===== config.mk =====
export PLATFORM = sky130hd
export DESIGN_NAME = adder_share_arbiter
export DESIGN_NICKNAME = d
export VERILOG_FILES = /design/src/rtl/adder_share_pkg.sv /design/src/rtl/adder_share_arbiter_rr_pick.sv /design/src/rtl/adder_share_arbiter.sv
export SDC_FILE = /design/constraint.sdc
export NUM_CORES = 1
export LEC_CHECK = 0
export ABC_AREA = 1
export CORE_MARGIN = 1.5
export CORE_UTILIZATION = 31
export CTS_BUF_LIST = sky130_fd_sc_hd__clkbuf_16
export DETAILED_ROUTE_END_ITERATION = 8
export PLACE_DENSITY = 0.6
export SYNTH_ARGS = -nofsm -noshare
export SYNTH_HDL_FRONTEND = slang
export SYNTH_HIERARCHICAL = 1
export SYNTH_SLANG_ARGS = --single-unit

===== constraint.sdc =====
create_clock -name I_sys_clk -period 2 [get_ports I_sys_clk]
set_input_delay 0.3 -clock I_sys_clk [delete_from_list [all_inputs] [get_ports I_sys_clk]]
set_output_delay 0.3 -clock I_sys_clk [all_outputs]
set_load 0.05 [all_outputs]

===== src/rtl/adder_share_pkg.sv =====
// Shared definitions for the adder-sharing arbiter: FSM encoding and
// default sizing for operand width, requester count and grant index width.
package adder_share_pkg;

    localparam int C_DATA_WIDTH_DEF = 4;
    localparam int C_REQ_NUM_DEF    = 4;
    localparam int C_ID_WIDTH_DEF   = 2;

    // state | meaning
    // ------+------------------------------------------------------------
    // IDLE  | waiting for any requester; grant and operand capture happen here
    // CALC  | registered add of the captured operands
    // RESP  | result presented to the owner until it acknowledges
    typedef enum logic [1:0] {
        ST_IDLE = 2'd0,
        ST_CALC = 2'd1,
        ST_RESP = 2'd2
    } state_t;

endpackage


===== src/rtl/adder_share_arbiter_rr_pick.sv =====
// Combinational round-robin picker: returns the first requesting index found
// when scanning upward from ptr, wrapping at C_REQ_NUM.
module rr_pick
    import adder_share_pkg::*;
#(
    parameter int C_REQ_NUM  = C_REQ_NUM_DEF,
    parameter int C_ID_WIDTH = C_ID_WIDTH_DEF
) (
    input  logic [C_REQ_NUM-1:0]  req,
    input  logic [C_ID_WIDTH-1:0] ptr,
    output logic                  any_req,
    output logic [C_ID_WIDTH-1:0] grant
);

    logic [C_ID_WIDTH-1:0] idx;

    // Scan from ptr; the first hit wins, later hits are ignored.
    always_comb begin
        any_req = 1'b0;
        grant   = '0;
        idx     = '0;
        for (int i = 0; i < C_REQ_NUM; i++) begin
            idx = C_ID_WIDTH'((int'(ptr) + i) % C_REQ_NUM);
            if (!any_req && req[idx]) begin
                any_req = 1'b1;
                grant   = idx;
            end
        end
    end

endmodule


===== src/rtl/adder_share_arbiter.sv =====
// Round-robin arbiter in front of a single registered adder. One transaction
// is in flight at a time: accept, add, then hold the result until the owner
// takes it.
module adder_share_arbiter
    import adder_share_pkg::*;
#(
    parameter int C_DATA_WIDTH = C_DATA_WIDTH_DEF,
    parameter int C_REQ_NUM    = C_REQ_NUM_DEF,
    parameter int C_ID_WIDTH   = C_ID_WIDTH_DEF
) (
    input  logic                              I_sys_clk,
    input  logic                              I_rst,
    input  logic [C_REQ_NUM-1:0]              I_req_valid,
    output logic [C_REQ_NUM-1:0]              O_req_ready,
    input  logic [C_REQ_NUM*C_DATA_WIDTH-1:0] I_req_a,
    input  logic [C_REQ_NUM*C_DATA_WIDTH-1:0] I_req_b,
    output logic [C_REQ_NUM-1:0]              O_rsp_valid,
    input  logic [C_REQ_NUM-1:0]              I_rsp_ready,
    output logic [C_DATA_WIDTH:0]             O_rsp_sum,
    output logic [C_ID_WIDTH-1:0]             O_rsp_id,
    output logic                              O_busy
);

    localparam logic [C_ID_WIDTH-1:0] LAST_ID = C_ID_WIDTH'(C_REQ_NUM - 1);

    state_t                  state_q;
    state_t                  state_d;
    logic [C_ID_WIDTH-1:0]   rr_ptr_q;
    logic [C_DATA_WIDTH-1:0] a_q;
    logic [C_DATA_WIDTH-1:0] b_q;
    logic [C_ID_WIDTH-1:0]   id_q;
    logic [C_DATA_WIDTH:0]   sum_q;

    logic                    any_req;
    logic [C_ID_WIDTH-1:0]   grant_idx;
    logic [C_DATA_WIDTH-1:0] a_sel;
    logic [C_DATA_WIDTH-1:0] b_sel;
    logic [C_REQ_NUM-1:0]    grant_mask;
    logic [C_REQ_NUM-1:0]    owner_mask;
    logic                    rsp_ack;
    logic                    accept;
    logic                    rsp_done;

    rr_pick #(
        .C_REQ_NUM  (C_REQ_NUM),
        .C_ID_WIDTH (C_ID_WIDTH)
    ) u_rr_pick (
        .req     (I_req_valid),
        .ptr     (rr_ptr_q),
        .any_req (any_req),
        .grant   (grant_idx)
    );

    // Operand mux by constant lane offsets so unused lanes never leak X.
    always_comb begin
        a_sel      = '0;
        b_sel      = '0;
        grant_mask = '0;
        for (int k = 0; k < C_REQ_NUM; k++) begin
            if (grant_idx == C_ID_WIDTH'(k)) begin
                a_sel         = I_req_a[k*C_DATA_WIDTH +: C_DATA_WIDTH];
                b_sel         = I_req_b[k*C_DATA_WIDTH +: C_DATA_WIDTH];
                grant_mask[k] = 1'b1;
            end
        end
    end

    // One-hot of the current owner; only its ready bit can close a response.
    always_comb begin
        owner_mask = '0;
        for (int k = 0; k < C_REQ_NUM; k++) begin
            owner_mask[k] = (id_q == C_ID_WIDTH'(k));
        end
        rsp_ack = |(I_rsp_ready & owner_mask);
    end

    // Next-state and handshake outputs; ready is held off while reset is
    // asserted so no requester believes a dropped accept happened.
    always_comb begin
        state_d     = state_q;
        O_req_ready = '0;
        O_rsp_valid = '0;
        O_rsp_sum   = '0;
        O_rsp_id    = '0;
        accept      = 1'b0;
        rsp_done    = 1'b0;
        case (state_q)
            ST_IDLE: begin
                if (any_req && !I_rst) begin
                    accept      = 1'b1;
                    O_req_ready = grant_mask;
                    state_d     = ST_CALC;
                end
            end
            ST_CALC: begin
                state_d = ST_RESP;
            end
            ST_RESP: begin
                O_rsp_valid = owner_mask;
                O_rsp_sum   = sum_q;
                O_rsp_id    = id_q;
                if (rsp_ack) begin
                    rsp_done = 1'b1;
                    state_d  = ST_IDLE;
                end
            end
            default: begin
                state_d = ST_IDLE;
            end
        endcase
    end

    assign O_busy = (state_q != ST_IDLE);

    // State register and round-robin pointer; the pointer moves only when a
    // response completes, so a reset-dropped transaction does not advance it.
    always_ff @(posedge I_sys_clk) begin
        if (I_rst) begin
            state_q  <= ST_IDLE;
            rr_ptr_q <= '0;
        end else begin
            state_q <= state_d;
            if (rsp_done) begin
                rr_ptr_q <= (id_q == LAST_ID) ? '0 : id_q + C_ID_WIDTH'(1);
            end
        end
    end

    // Operand capture on accept and the shared registered adder.
    always_ff @(posedge I_sys_clk) begin
        if (I_rst) begin
            a_q   <= '0;
            b_q   <= '0;
            id_q  <= '0;
            sum_q <= '0;
        end else begin
            if (accept) begin
                a_q  <= a_sel;
                b_q  <= b_sel;
                id_q <= grant_idx;
            end
            if (state_q == ST_CALC) begin
                sum_q <= {1'b0, a_q} + {1'b0, b_q};
            end
        end
    end

endmodule


==> impl_metrics.yaml <==
synth:
  syn_area_mm2: 0.001503
  syn_inst: 246
  yosys_register_bits: 19
  syn_area_per_cell_um2: 6.109
  ys_seq_area_frac: 0.2531
  synthesis.nets: 297
  yosys_warnings: 6
  synthDistinctLibCells: 25
drt:
  vias_per_cell: 4.505
  drtPass1Iterations: 5
  route.antenna.remaining_nets: 0
  drt_iter0_drc: 43
  vias: 1757
  wirelength_um: 4021
  wl_per_cell_um: 10.31
  drc: 0
min_path:
  min-delay-start: "sum_q[0]$_SDFFE_PP0N_"
  holdCritPathClass: "flip-flop to flip-flop"
sta:
  fmax_mhz: 455.9
  rsz0062_at_grt: "true"
  fin_ws_ns: -0.1934
  finalCriticalPeriod_ns: 2.193
  fin_crit_sh: 1.097
  slew_violations: 0
  fin_skew_ns: 0.005328
  setup_viol: 7
  worstMarginPinSlew_ns: 0.4859
  hold_viol_final: 0
  relSlewSlack: 0.6751
grt:
  grt_pass1_wl_um: 7100
  grt_pass1_vias: 1736
  gr-total-overflow: 0
  antenna_found_initial: 0
  grt_use_total: 0.1636
  grt_max_degree: 12
clock_network:
  cts.reportedPaths.clkPinSlew_ns: 0.05
  clockBufferDepth: 2
  cts_buffers: 3
  cts_root_buf: "clkbuf_16"
  cts_tree: "done"
  clkSinkCount: 19
  cts.htree.levels: 1
  worst_skew_pair.late_latency_ns: 0.25
  cts_hold_buf: 0
die:
  core_mm2: 0.004692
  die_w_um: 72.63
  start_util: 0.3203
  die_area_mm2: 0.005274
  rows: 25
  die_y_um: 72.63
  ios: 58
layout:
  fillerInstances: 419
  final_cell_mix: "nand2_1, clkdlybuf4s50_1, buf_4"
  fin_nets: 388
  diodes: 0
  instances_no_fill: 390
  final_util: 0.5880
  drive_gt1_frac: 0.3095
  mostFrequentLayoutCell: "nand2_1"
  synthToLayoutAreaGrowth_pct: 83.60
critical_path:
  worst_path_max_delay_cell: "dfxtp_4"
  worstPathCellList: "buf_6 -> nand2_4 -> nand2_4 -> nand2_4 -> nand2_4 -> nor2_4 -> nand4_1 -> nand3_4 -> inv_6 -> nor3_4 -> buf_12"
  path_delay_family: "simple AND/OR/NAND/NOR gates"
  crit_path_start_kind: "flip-flop"
  cpMostUsedCell: "nand2_4"
  cp_slowest_stage_delay_ns: 0.39
  critPathKind: "flip-flop to output pin"
  r2r_start: "rr_ptr_q[0]$_SDFFE_PP0P_"
  cp_max_fo: 7
  cp_data_required_time_ns: 1.70
  startpoint: "rr_ptr_q[0]$_SDFFE_PP0P_"
  end_kind: "output pin"
  arrival_ns: 1.89
  critPathBufInv: 3
  rrSetupSlack_ns: -0.02
power:
  swShare: 0.4005
  power.switching_mw: 0.8791
  vdd_drop_max_mv: 0.4903
  power_mw: 2.195
  pwr-share-clk: 0.180
  p_seq_frac: 0.240
  power.leakage_nw: 1.304
  power_frac_comb: 0.579
  pwr_density_cell_mw_per_mm2: 795.7
  internal-power_mw: 1.316
placed_design:
  portBuffers: 57
  gp_congestion: 0.8470
  dpl.hpwl_um: 3164
  place_inst: 375
run_status:
  violations: "negative setup slack"
  status: "complete, but fails checks"
job:
  drv_cap: 0
-- power groups by stage --
stage               sequential (mW)  clock [mW]  combinational (mW)
floorplan                     0.516           0               0.711
global placement              0.531           0                1.12
detailed placement            0.531           0                1.12
CTS                           0.528       0.401                1.24
global route                  0.539       0.424                1.41
finish                        0.528       0.396                1.27
-- final cells by class --
cell class / count / area, um2 / share of cell area
clock buffers: 3 / 75.07 / 0.02721
flip-flops and latches: 19 / 385.4 / 0.1397
well taps: 54 / 67.56 / 0.02449
inverters: 34 / 145.1 / 0.05261
clock inverters: 1 / 3.754 / 0.001361
multi-input cells: 190 / 1107 / 0.4014
repair buffers: 89 / 974.7 / 0.3533
-- registers in the layout (all words and copies together), names as in the netlist --
signal    cells
sum_q         5
a_q           4
b_q           4
id_q          2
rr_ptr_q      2
state_q       2
-- what timing repair did --
item,CTS,global route
pin swaps,21,19
setup buffers,9,2
setup endpoints to repair,8,12
gates resized for setup,26,13
-- through the flow --
step	setup TNS [ns]	area (um2)	setup slack, ns	hold slack (ns)
after floorplan	0	1559	0.007410	0.3641
after global placement	-3.049	2479	-0.3024	0.4488
after detailed placement	-3.153	2479	-0.3316	0.4457
after CTS	-0.8299	2694	-0.1871	0.4542
after global routing	-2.263	2759	-0.2818	0.4772
final	-0.6648	2759	-0.1934	0.4520
-- synthesized netlist by cell type --
master	count	area [um2]
o22ai_1	1	6.260
nor3_1	2	10.01
a21oi_1	10	50.05
xnor2_1	1	8.760
nand2_2	10	62.56
buf_4	1	7.510
nand3b_1	2	15.01
o21ai_1	1	5.000
ha_1	8	100.1
inv_2	6	22.52
dfxtp_1	19	380.4
nand2_1	97	364.1
nor2_1	19	71.32
clkbuf_1	1	3.750
nor2_2	3	18.77
inv_1	28	105.1
nor2_4	3	33.78
nand2_4	3	33.78
buf_6	1	11.26
fa_1	1	20.02
or2_2	1	6.260
nand3_2	3	30.03
nand4_1	9	56.30
nand3_1	10	50.05
o21ai_0	6	30.03
-- worst register-to-register path, delay by kind of cell, from the launching register on --
| family | cells | cell delay [ns] |
|---|---|---|
| AND/OR/NAND/NOR | 10 | 0.82 |
| AO/OA/AOI/OAI | 1 | 0.10 |
| buffers and inverters | 5 | 0.63 |
| flip-flops | 1 | 0.42 |
-- path summary, 6_finish.rpt --
path | to | cells after the start
max | O_req_ready[2] | 11
min | sum_q[0]$_SDFFE_PP0N_ | 2
max reg2reg | b_q[1]$_SDFFE_PP0P_ | 16
min reg2reg | sum_q[0]$_SDFFE_PP0N_ | 2
-- kinds of logic (layout without fill, tap and decap cells) --
family	count (synthesis)	in the layout	share of synthesized area
AND/OR/NAND/NOR	162	162	0.5004
buffers and inverters	37	127	0.09991
flip-flops	19	19	0.2531
AO/OA/AOI/OAI	18	18	0.06078
adder cells (fa/ha/maj)	9	9	0.07994
XOR/XNOR	1	1	0.005830
-- metal layers --
metal	track usage	wire, um	up-vias
li1	-	-	951
met1	0.1952	1863	757
met2	0.3089	1945	47
met3	0.03177	205	2
met4	0.02096	8	0
met5	0	0	-
Power figures use the tool's default switching activity.
